`config.mk`:
```
export PLATFORM = sky130hd
export DESIGN_NAME = uart_frame_deserializer
export DESIGN_NICKNAME = d
export VERILOG_FILES = /design/src/rtl/uart_frame_deserializer_pkg.sv /design/src/rtl/uart_parity_check.sv /design/src/rtl/uart_frame_deserializer.sv
export SDC_FILE = /design/constraint.sdc
export NUM_CORES = 1
export LEC_CHECK = 0
export CORE_MARGIN = 8
export CORE_UTILIZATION = 50
export CTS_CLUSTER_SIZE = 14
export DETAILED_ROUTE_END_ITERATION = 8
export GPL_ROUTABILITY_DRIVEN = 0
export PLACE_DENSITY_LB_ADDON = 0.1
export SETUP_SLACK_MARGIN = 0.1
export SLEW_MARGIN = 0
export SYNTH_ARGS = -nofsm -noshare
export SYNTH_HDL_FRONTEND = slang
export SYNTH_SLANG_ARGS = --single-unit
```
`constraint.sdc`:
```
create_clock -name clk -period 4.47 [get_ports clk]
set_input_delay 0.894 -clock clk [delete_from_list [all_inputs] [get_ports clk]]
set_output_delay 0.894 -clock clk [all_outputs]
set_load 0.005 [all_outputs]
```
`src/rtl/uart_frame_deserializer_pkg.sv`:
```
// Shared definitions for the UART RX frame deserializer: FSM state encodings and default width.
package uart_frame_deserializer_pkg;

  localparam int DEFAULT_DATA_WIDTH = 8;

  typedef enum logic [1:0] {
    ST_IDLE   = 2'd0,
    ST_DATA   = 2'd1,
    ST_PARITY = 2'd2,
    ST_STOP   = 2'd3
  } state_t;

endpackage

```
`src/rtl/uart_parity_check.sv`:
```
// Combinational parity checker: flags a mismatch between the received parity bit and the data word.
module uart_parity_check #(
  parameter int WIDTH = 8,
  parameter bit ODD   = 1'b0
) (
  input  logic [WIDTH-1:0] data,
  input  logic             parity_bit,
  output logic             err
);

  assign err = (^{data, parity_bit}) != ODD;

endmodule

```
`src/rtl/uart_frame_deserializer.sv`:
```
// UART RX frame deserializer: assembles data bits from mid-bit samples, checks parity/stop bits,
// and holds the received word on a valid/ready output register.
//
//   state     | meaning
//   ST_IDLE   | waiting for frame_start_in
//   ST_DATA   | shifting in DATA_WIDTH data bits
//   ST_PARITY | waiting for the parity bit sample
//   ST_STOP   | checking STOP_BITS stop samples, commit on the last one
module uart_frame_deserializer
  import uart_frame_deserializer_pkg::*;
#(
  parameter int DATA_WIDTH = DEFAULT_DATA_WIDTH,
  parameter int LSB_FIRST  = 1,
  parameter int PARITY_EN  = 1,
  parameter int PARITY_ODD = 0,
  parameter int STOP_BITS  = 1
) (
  input  logic                  clk,
  input  logic                  reset,
  input  logic                  frame_start_in,
  input  logic                  bit_valid_in,
  input  logic                  sampled_bit_in,
  input  logic                  frame_abort_in,
  input  logic                  data_ready_in,
  output logic [DATA_WIDTH-1:0] data_out,
  output logic                  data_valid_out,
  output logic                  parity_err_out,
  output logic                  stop_err_out,
  output logic                  overrun_out,
  output logic                  busy_out
);

  localparam int CNT_W = $clog2(DATA_WIDTH + 1);
  localparam logic [CNT_W-1:0] LAST_BIT = CNT_W'(DATA_WIDTH - 1);

  state_t                  state;
  logic [CNT_W-1:0]        bit_cnt;
  logic [DATA_WIDTH-1:0]   shift_reg;
  logic                    stop_cnt;
  logic                    parity_err_acc;
  logic                    stop_err_acc;

  logic                    parity_calc_err;
  logic                    last_stop;
  logic                    stop_err_final;
  logic                    start_frame;
  logic                    accept;

  uart_parity_check #(
    .WIDTH (DATA_WIDTH),
    .ODD   (PARITY_ODD != 0)
  ) u_parity_check (
    .data       (shift_reg),
    .parity_bit (sampled_bit_in),
    .err        (parity_calc_err)
  );

  always_comb begin
    last_stop      = (state == ST_STOP) && bit_valid_in && !frame_abort_in &&
                     ((STOP_BITS == 1) || stop_cnt);
    stop_err_final = stop_err_acc | ~sampled_bit_in;
    // A start pulse coinciding with the final stop strobe chains straight into the next frame.
    start_frame    = frame_start_in && !frame_abort_in && ((state == ST_IDLE) || last_stop);
    accept         = data_valid_out && data_ready_in;
  end

  assign busy_out = (state != ST_IDLE);

  always_ff @(posedge clk) begin
    if (reset) begin
      state          <= ST_IDLE;
      bit_cnt        <= '0;
      shift_reg      <= '0;
      stop_cnt       <= 1'b0;
      parity_err_acc <= 1'b0;
      stop_err_acc   <= 1'b0;
      data_out       <= '0;
      data_valid_out <= 1'b0;
      parity_err_out <= 1'b0;
      stop_err_out   <= 1'b0;
      overrun_out    <= 1'b0;
    end else begin
      overrun_out <= 1'b0;

      // Commit into a full, unaccepted output register drops the new frame.
      if (last_stop) begin
        if (data_valid_out && !data_ready_in) begin
          overrun_out <= 1'b1;
        end else begin
          data_out       <= shift_reg;
          parity_err_out <= parity_err_acc;
          stop_err_out   <= stop_err_final;
          data_valid_out <= 1'b1;
        end
      end else if (accept) begin
        data_out       <= '0;
        parity_err_out <= 1'b0;
        stop_err_out   <= 1'b0;
        data_valid_out <= 1'b0;
      end

      if (frame_abort_in) begin
        state <= ST_IDLE;
      end else begin
        case (state)
          ST_IDLE: ;
          ST_DATA: begin
            if (bit_valid_in) begin
              if (LSB_FIRST != 0) begin
                shift_reg <= {sampled_bit_in, shift_reg[DATA_WIDTH-1:1]};
              end else begin
                shift_reg <= {shift_reg[DATA_WIDTH-2:0], sampled_bit_in};
              end
              bit_cnt <= bit_cnt + CNT_W'(1);
              if (bit_cnt == LAST_BIT) begin
                state    <= (PARITY_EN != 0) ? ST_PARITY : ST_STOP;
                stop_cnt <= 1'b0;
              end
            end
          end
          ST_PARITY: begin
            if (bit_valid_in) begin
              parity_err_acc <= parity_calc_err;
              state          <= ST_STOP;
            end
          end
          ST_STOP: begin
            if (bit_valid_in) begin
              stop_err_acc <= stop_err_final;
              stop_cnt     <= 1'b1;
              if (last_stop) begin
                state <= ST_IDLE;
              end
            end
          end
          default: state <= ST_IDLE;
        endcase

        if (start_frame) begin
          state          <= ST_DATA;
          bit_cnt        <= '0;
          shift_reg      <= '0;
          stop_cnt       <= 1'b0;
          parity_err_acc <= 1'b0;
          stop_err_acc   <= 1'b0;
        end
      end
    end
  end

endmodule
```
==> key figures, run 1 <==
Clock network
  • Cts bufs inserted: 3
  • Post-CTS setup buffers: 0
  • Clock transition at path regs: 160 ps
  • CTS Buffer Depth: 2
  • Worst skew pair latency: 330 ps
  • Cts repair resizes: 0
  • Depth of the CTS H-tree: 1
  • TritonCTS Sinks: 28
  • Hold_buf cts: 0
  • Root buffer cell: clkbuf_4
  • CTS tree: done

Floorplan
  • Die width: 68.2 microns
  • Initial core utilization: 0.511
  • I/O pin total: 20
  • Die area: 0.00465 sq mm
  • Die Height: 68.2 microns
  • Core ar.: 0.00266 sq mm
  • FP Rows: 19

Critical path
  • Slowest-stage cell, CP: or2_1
  • Max incr delay on CP: 850 ps
  • Worst reg2reg startpoint: state[1]
  • Crit path max fanout: 14
  • Worst Path Required: 4650 ps
  • WP data arrival: 2770 ps
  • Crit. End Element: flip-flop
  • Setup Crit Path Kind: input pin to flip-flop
  • CP Buf/Inv Count: 1
  • Worst setup SP type: input pin
  • Crit path launch: bit_valid_in
  • R2r setup slk: 2280 ps
  • Capture point of the worst reg-to-reg path: parity_err_acc
  • R2R depth: 5
  • Top delay family on crit path: simple AND/OR/NAND/NOR gates
  • CP cell instances: clkdlybuf4s50_1, a21oi_2, nor3_2, or2_1, o22ai_1

Synthesis
  • Synth Area per Inst: 10.2 sq um
  • Syn. warnings: 0
  • Post-synth EDFFs: 0
  • Mapped cell area: 0.00136 sq mm
  • FF+latch count, synth: 28
  • Ys flop type: dfxtp_1
  • Synth async-reset ratio: 0
  • Yosys cell types: 37
  • Sequential area share after synthesis: 0.412
  • Mapped Nets: 147
  • Cells after synthesis: 134

Timing
  • Worst clock skew: 5.02 ps
  • Slew HR: 0.295
  • Final slew viol count: 0
  • Final setup viols: 0
  • Worst Tran Pin Value: 1060 ps
  • Sum Neg Setup Slack: 0 ps
  • Min Tclk post-route: 2590 ps
  • Tcrit/Tclk final: 0.579
  • Hold Vio Cnt, Final: 0
  • Unrepaired setup endpoints after global routing: false
  • Fmax: 0.387 GHz

Global route
  • Vias in the first global route: 920
  • Grt met1 use: 0.131
  • Largest net degree at the start of global routing: 17
  • GRT overflow: 0
  • Met3 usage: 0.0245
  • Initial antenna violation count: 0
  • GRT Max-Usage Layer: met2
  • Total Routing Usage GR: 0.114
  • Met2 GRT Util: 0.204
  • First-pass GRT wire length: 4110 microns

Flow run
  • Max_cap viols: 0

Status
  • Outcome: completed

Min path
  • Min-delay src: stop_err_out
  • Hold path cells: 2
  • Worst Hold End: stop_err_out
  • Min-Delay Path Class: flip-flop to flip-flop

Finish
  • Storage cell area: 561 sq um
  • Nets@finish: 165
  • Layout cells sized above 1: 0.119
  • Antenna cell count: 0
  • Finished Layout Cells: 182
  • Fillers: 244
  • Footprint of the multi-input gates: 726 sq um
  • Area delta synth->final: 16.8%

Drt
  • Residual DRC: 0
  • Pre-Repair DR Iteration Count: 4
  • Routed Antenna Nets: 0
  • Via-to-Cell Ratio: 5.31
  • Final WL: 2420 microns
  • Drt wl/cell: 13.3 microns
  • Vias: 966
  • Iteration-0 DRC Markers: 25

Placed design
  • Detailed placer's ending HPWL: 1830 microns
  • Inst Count DP: 178
  • Buffers on Ports: 19

Power
  • Pwr/cell area: 285 mW/mm^2
  • Leakage: 0.540 nW
  • Peak supply drop: 0.203 mV
final cells by class:
type,count,area share
Multi-Input combinational cell,94,0.456
Clock buffer,3,0.0142
Timing Repair Buffer,19,0.120
Inverter,6,0.0142
Sequential cell,28,0.352
Tap cell,31,0.0244
Clock inverter,1,0.0189
cell families after synthesis:
kind of cell    Yosys count  share of synthesized area
simple gates             45                      0.210
mux                       9                     0.0662
xor+xnor                 10                     0.0745
flops                    28                      0.412
compound gates           24                      0.128
fa+ha+maj                 6                     0.0551
buf+inv                  12                     0.0551
synth_stat cells, types with 3 or more instances:
library cell	count	area, sq um
a22oi_1	9	67.6
dfxtp_1	28	561
ha_1	6	75.1
inv_1	6	22.5
mux2i_1	9	90.1
nand2_1	6	22.5
nor2_1	15	56.3
nor2_4	10	113
o21ai_0	3	15.0
xnor2_1	7	61.3
per-stage QoR:
step | util | hold slack [ps] | cell area [sq um] | total power [mW] | setup WS (ps)
6_report | 0.597 | 478 | 1590 | 0.453 | 1880
5_1_grt | 0.597 | 517 | 1590 | 0.470 | 1790
4_1_cts | 0.597 | 486 | 1590 | 0.459 | 1900
3_5_place_dp | 0.578 | 465 | 1540 | 0.292 | 1520
3_3_place_gp | 0.578 | 438 | 1540 | 0.291 | 1610
2_1_floorplan | - | 446 | 1360 | 0.284 | 2720
how the worst max path moves through the flow:
stage	endpoint	slack [ps]	depth (start not counted)
final	parity_err_acc	1880	5
after global routing	parity_err_acc	1790	5
after CTS	parity_err_acc	1900	5
after detailed placement	parity_err_acc	1520	5
after global placement	parity_err_acc	1610	5
after floorplan	shift_reg[7]	2720	4
tightest hold or removal path, stage by stage (launching register included):
cell and delay (ps):
dfxtp_1 340, nand2_1 50, a21oi_1 60
layer usage:
layer / wire length (microns) / up-vias
li1: - / 494
met1: 1100 / 459
met2: 1210 / 11
met3: 102 / 2
met4: 18 / 0
met5: 0 / -
where the power goes:
part           switching (mW)  total, mW  internal, mW  leakage [nW]
registers             0.00100      0.252         0.251         0.226
logic                  0.0198     0.0349        0.0151         0.287
clock network          0.0763      0.167        0.0907        0.0279
total                  0.0971      0.453         0.356         0.540
placed cells by master, fill, tap and decap left out, drive strengths merged:
cell type	synthesis	routed
a311o	1	1
nand3	2	2
dfxtp	28	28
xnor3	1	1
ha	6	6
xor2	2	2
o311a	1	1
o21bai	1	1
xnor2	7	7
mux2i	9	9
a21oi	3	3
o21ai	4	4
o21ba	1	1
clkbuf	1	3
a31oi	2	2
or2	2	2
nand2b	1	1
nor3	2	2
and3b	1	1
bufinv	0	1
nor2b	2	2
nand4	2	2
o21a	1	1
and4	1	1
o22ai	1	1
nand3b	1	1
a22oi	9	9
nor2	25	25
nand2	6	6
clkdlybuf4s50	0	19
inv	6	6
(Power assumes the default switching activity.)
==> inputs of run 2 (changes only) <==
==> constraint.sdc (replaced) <==
create_clock -name clk -period 2.6 [get_ports clk]
set_input_delay 0.52 -clock clk [delete_from_list [all_inputs] [get_ports clk]]
set_output_delay 0.52 -clock clk [all_outputs]
set_load 0.005 [all_outputs]
==> key figures, run 2 (same netlist as run 1, synthesis figures left out) <==
Status
  • Outcome: completed

Finish
  • Finished Cell Area: 0.00161 sq mm (+1.3%)
  • Antenna cell count: 0 (unchanged)
  • Area delta synth->final: 18.4%
  • Layout cells sized above 1: 0.147 (+0.0282)
  • Layout Utilization: 0.605 (+0.00799)
  • Commonest non-fill, non-tap cell in the layout: dfxtp_1
  • Nets@finish: 170 (+3.0%)
  • Fillers: 242 (-0.82%)
  • Commonest cells after routing, fill and taps aside: 28 x dfxtp_1, 19 x clkdlybuf4s50_1, 15 x nor2_1

Critical path
  • CP cell instances: inv_1, ha_1, inv_1, clkdlybuf4s50_1
  • Crit. End Element: output pin
  • Top delay family on crit path: buffers and inverters
  • R2r setup slk: 770 ps (-1510 ps)
  • Worst setup SP type: flip-flop
  • WP data arrival: 1640 ps (-1130 ps)
  • CP Buf/Inv Count: 3 (+2)
  • CP most frequent cell: inv_1
  • Slowest-stage cell, CP: clkdlybuf4s50_1
  • Crit path launch: state[0]
  • Capture point of the worst reg-to-reg path: shift_reg[7]
  • R2R depth: 6 (+1)
  • Setup Crit Path Kind: flip-flop to output pin
  • Worst reg2reg startpoint: state[0]
  • CP Capture Point: busy_out
  • Max incr delay on CP: 490 ps (-360 ps)
  • Worst Path Required: 2080 ps (-2570 ps)
  • WP depth: 4 (-1)
  • Crit path max fanout: 4 (-10)

Power
  • Clock power share: 0.297 (-0.071)
  • Sw frac: 0.227 (+0.0132)
  • Sequential share of power: 0.612 (+0.057)
  • Design Power: 0.707 mW (+56%)
  • Peak supply drop: 0.266 mV (+31%)
  • Combinational share of power: 0.091 (+0.014)
  • Leakage: 0.558 nW (+3.3%)
  • Pwr/cell area: 439 mW/mm^2 (+54%)
  • P_sw: 0.161 mW (+66%)
  • P_int: 0.546 mW (+53%)

Floorplan
  • Initial core utilization: 0.511 (unchanged)
  • I/O pin total: 20 (unchanged)
  • Core ar.: 0.00266 sq mm (unchanged)
  • FP Rows: 19 (unchanged)
  • Die width: 68.2 microns (unchanged)
  • Die Height: 68.2 microns (unchanged)
  • Die area: 0.00465 sq mm (unchanged)

Clock network
  • Cts bufs inserted: 3 (unchanged)
  • Cts repair resizes: 0 (unchanged)
  • Post-CTS setup buffers: 0 (unchanged)
  • CTS Buffer Depth: 2 (unchanged)
  • CTS tree: done
  • TritonCTS Sinks: 28 (unchanged)
  • Root buffer cell: clkbuf_4
  • Depth of the CTS H-tree: 1 (unchanged)
  • Worst skew pair latency: 320 ps (about the same)
  • Clock transition at path regs: 150 ps (about the same)
  • Hold_buf cts: 0 (unchanged)

Placed design
  • Buffers on Ports: 19 (unchanged)
  • Dpl cell area: 0.00158 sq mm (+2.4%)
  • Detailed placer's ending HPWL: 1970 microns (+7.6%)

Drt
  • Iteration-0 DRC Markers: 43 (+72%)
  • Drt wl/cell: 13.3 microns (+0.22%)
  • Routed Antenna Nets: 0 (unchanged)
  • Final WL: 2500 microns (+3.0%)
  • Pre-Repair DR Iteration Count: 4 (unchanged)
  • Via-to-Cell Ratio: 5.32 (+0.25%)
  • Vias: 995 (+3.0%)
  • Residual DRC: 0 (unchanged)

Timing
  • Unrepaired setup endpoints after global routing: false
  • Tcrit/Tclk final: 0.829
  • Slew HR: 0.731 (+0.436)
  • Fmax: 0.464 GHz
  • Hold Vio Cnt, Final: 0 (unchanged)
  • Final slew viol count: 0 (unchanged)
  • Min Tclk post-route: 2160 ps
  • Sum Neg Setup Slack: 0 ps (unchanged)
  • Final setup viols: 0 (unchanged)
  • Worst Tran Pin Value: 399 ps (-658 ps)
  • Worst clock skew: 3.61 ps (-1.40 ps)

Global route
  • Vias in the first global route: 952 (+3.5%)
  • First-pass GRT wire length: 4260 microns (+3.9%)
  • GRT overflow: 0 (unchanged)
  • Total Routing Usage GR: 0.116 (+0.00179)
  • Initial antenna violation count: 0 (unchanged)
  • Largest net degree at the start of global routing: 16 (-1)

Flow run
  • Max_cap viols: 0 (unchanged)

Min path
  • Min-Delay Path Class: flip-flop to flip-flop
run 2: cell count changes in the layout (fill, tap and decap cells not counted), sizes merged:
| cell | delta |
|---|---|
| bufinv | -1 |
| clkbuf | +1 |
| buf | +5 |
run 2: worst min path at each step:
stage               slack [ps]  cells past startpoint              to           start
finish                     470                      2    stop_err_out    stop_err_out
global route               510                      2    stop_err_out    stop_err_out
CTS                        470                      2    stop_err_out    stop_err_out
detailed placement         450                      2    stop_err_out    stop_err_out
global placement           440                      2    stop_err_out    stop_err_out
floorplan                  450                      2  parity_err_acc  parity_err_acc
run 2: through the flow:
stage / setup slack, ps / hold WS (ps) / instances
global placement: 468 / 442 / 183
detailed placement: 438 / 454 / 183
finish: 444 / 472 / 187
floorplan: 1100 / 446 / 134
CTS: 426 / 474 / 187
global route: 365 / 514 / 187
run 2: routing by layer:
metal / track usage / vias to the layer above / part of all wire
li1: - / 503 / -
met1: 0.138 / 479 / 0.44
met2: 0.205 / 11 / 0.51
met3: 0.0196 / 2 / 0.042
met4: 0.0384 / 0 / 0.0084
met5: 0 / - / 0
run 2: worst register-to-register path, delay by kind of cell, from the launching register on:
kind | cells | cell delay (ps)
DFF | 1 | 430
buffers and inverters | 1 | 260
AOI/OAI and AO/OA | 1 | 110
adders and majority gates | 1 | 370
and+or+nand+nor | 3 | 570
run 2: cell type report:
type,count,area [sq um],area share
Multi-Input combinational cell,94,726,0.450
Timing Repair Buffer,24,228,0.141
Clock buffer,4,36.3,0.0225
Sequential cell,28,561,0.348
Tap cell,31,38.8,0.0241
Inverter,6,22.5,0.0140
run 2: power groups by stage:
stage	combinational [mW]	sequential [mW]	clock, mW
2_1_floorplan	0.0464	0.441	0
3_3_place_gp	0.0637	0.442	0
3_5_place_dp	0.0644	0.442	0
4_1_cts	0.0648	0.433	0.220
5_1_grt	0.0704	0.433	0.230
6_report	0.0646	0.433	0.210
==> inputs of run 3 (changes only) <==
==> constraint.sdc (replaced) <==
create_clock -name clk -period 2.1 [get_ports clk]
set_input_delay 0.42 -clock clk [delete_from_list [all_inputs] [get_ports clk]]
set_output_delay 0.42 -clock clk [all_outputs]
set_load 0.005 [all_outputs]
==> key figures, run 3 (same netlist as run 1, synthesis figures left out) <==
Clock network
  • Clock transition at path regs: 150 ps (about the same)
  • Worst skew pair latency: 320 ps (about the same)
  • TritonCTS Sinks: 28 (unchanged)
  • CTS Buffer Depth: 2 (unchanged)
  • CTS tree: done
  • Hold_buf cts: 0 (unchanged)
  • Depth of the CTS H-tree: 1 (unchanged)
  • Cts bufs inserted: 3 (unchanged)
  • Root buffer cell: clkbuf_4

Finish
  • Nets@finish: 171 (+0.59%)
  • Commonest cells after routing, fill and taps aside: 26 x dfxtp_1, 19 x clkdlybuf4s50_1, 15 x nor2_1
  • Finished Cell Area: 0.00165 sq mm (+2.3%)
  • Commonest non-fill, non-tap cell in the layout: dfxtp_1
  • Layout cells sized above 1: 0.172 (+0.0245)
  • Area delta synth->final: 21.1%
  • Antenna cell count: 0 (unchanged)

Power
  • Leakage: 0.572 nW (+2.5%)
  • Pwr/cell area: 536 mW/mm^2 (+22%)
  • Peak supply drop: 0.391 mV (+47%)
  • Design Power: 0.884 mW (+25%)

Critical path
  • R2R depth: 6 (unchanged)
  • Worst reg2reg startpoint: state[0]
  • Crit path max fanout: 3 (-1)
  • WP depth: 4 (unchanged)
  • Top delay family on crit path: buffers and inverters
  • Worst setup SP type: flip-flop
  • Worst Path Required: 1680 ps (-400 ps)
  • CP most frequent cell: inv_1
  • Capture point of the worst reg-to-reg path: data_out[6]
  • R2r setup slk: 410 ps (-360 ps)
  • Slowest-stage cell, CP: clkdlybuf4s50_1
  • Max incr delay on CP: 490 ps (about the same)
  • WP data arrival: 1500 ps (-140 ps)
  • Crit. End Element: output pin
  • CP cell instances: inv_1, ha_2, inv_1, clkdlybuf4s50_1
  • CP Buf/Inv Count: 3 (unchanged)
  • Setup Crit Path Kind: flip-flop to output pin

Drt
  • Via-to-Cell Ratio: 5.35 (+0.57%)
  • Drt wl/cell: 13.7 microns (+2.5%)
  • Residual DRC: 0 (unchanged)
  • Vias: 1006 (+1.1%)
  • Pre-Repair DR Iteration Count: 3 (-1)
  • Routed Antenna Nets: 0 (unchanged)
  • Final WL: 2570 microns (+3.0%)
  • Met1 wire length: 1070 microns (-3.2%)
  • Iteration-0 DRC Markers: 25 (-42%)
  • Max Used Layer: met4
  • Met3 wire len: 94 microns (-9.6%)
  • WL met2: 1360 microns (+7.8%)

Flow run
  • Max_cap viols: 0 (unchanged)

Timing
  • Slew HR: 0.715 (-0.0162)
  • Worst clock skew: 2.89 ps (-0.719 ps)
  • Worst Tran Pin Value: 423 ps (+24.0 ps)
  • Final setup viols: 0 (unchanged)
  • Min Tclk post-route: 1920 ps
  • Unrepaired setup endpoints after global routing: false
  • Hold Vio Cnt, Final: 0 (unchanged)
  • Sum Neg Setup Slack: 0 ps (unchanged)
  • Fmax: 0.522 GHz
  • Tcrit/Tclk final: 0.912
  • Final slew viol count: 0 (unchanged)
  • Fin Hold WS: 475 ps (+3.64 ps)

Global route
  • Initial antenna violation count: 0 (unchanged)
  • Largest net degree at the start of global routing: 16 (unchanged)
  • GRT overflow: 0 (unchanged)
  • Vias in the first global route: 1000 (+5.0%)
  • First-pass GRT wire length: 4360 microns (+2.3%)
  • Total Routing Usage GR: 0.121 (+0.00453)

Min path
  • Min-delay src: stop_err_out
  • Worst Hold End: stop_err_out
  • Hold path cells: 2 (unchanged)
  • Min-Delay Path Class: flip-flop to flip-flop

Placed design
  • Buffers on Ports: 19 (unchanged)
  • Dpl cell area: 0.00159 sq mm (+1.1%)
  • Detailed placer's ending HPWL: 1940 microns (-1.4%)

Floorplan
  • Die area: 0.00465 sq mm (unchanged)
  • Initial core utilization: 0.511 (unchanged)
  • Core ar.: 0.00266 sq mm (unchanged)
  • FP Rows: 19 (unchanged)
  • I/O pin total: 20 (unchanged)
  • Die width: 68.2 microns (unchanged)
  • Die Height: 68.2 microns (unchanged)

Status
  • Outcome: completed
[run 3: tightest hold or removal path, cell delays in order, from the launching register on]
cell,delay (ps)
dfxtp_1,340
nand2_1,50
a21oi_1,50
[run 3: layer usage]
layer / track usage / vias to the layer above
met5: 0 / -
met4: 0.0460 / 0
met3: 0.0245 / 4
met2: 0.226 / 9
met1: 0.128 / 481
li1: - / 512
[run 3: area by class of cell]
class                           instances  area [sq um]
Timing Repair Buffer                   25           260
Tap cell                               31          38.8
Inverter                                6          22.5
Sequential cell                        28           563
Fill cell                             254          1010
Multi-Input combinational cell         94           728
Clock buffer                            4          36.3
[run 3: what timing repair did]
item | 4_1_cts | 5_1_grt
setup endpoints to repair | 1 | 1
setup buffers | 2 | 0
resized for setup | 2 | 1
[run 3: per-stage QoR]
stage	cells	util	setup WS, ps
final	188	0.619	185
after global routing	188	0.619	109
after CTS	188	0.618	116
after detailed placement	182	0.598	104
after global placement	182	0.598	114
after floorplan	134	-	599
[run 3: worst max-delay path by stage]
stage,startpoint,end,slack (ps)
detailed placement,bit_valid_in,state[0],100
CTS,state[0],busy_out,120
finish,state[0],busy_out,180
global route,state[1],busy_out,110
global placement,bit_valid_in,state[0],110
floorplan,state[0],state[0],600
[run 3: power breakdown]
part / total (mW) / leakage (nW) / switching (mW) / internal [mW]
registers: 0.535 / 0.226 / 0.00125 / 0.534
clock network: 0.262 / 0.0210 / 0.156 / 0.106
logic: 0.0876 / 0.325 / 0.0456 / 0.0420
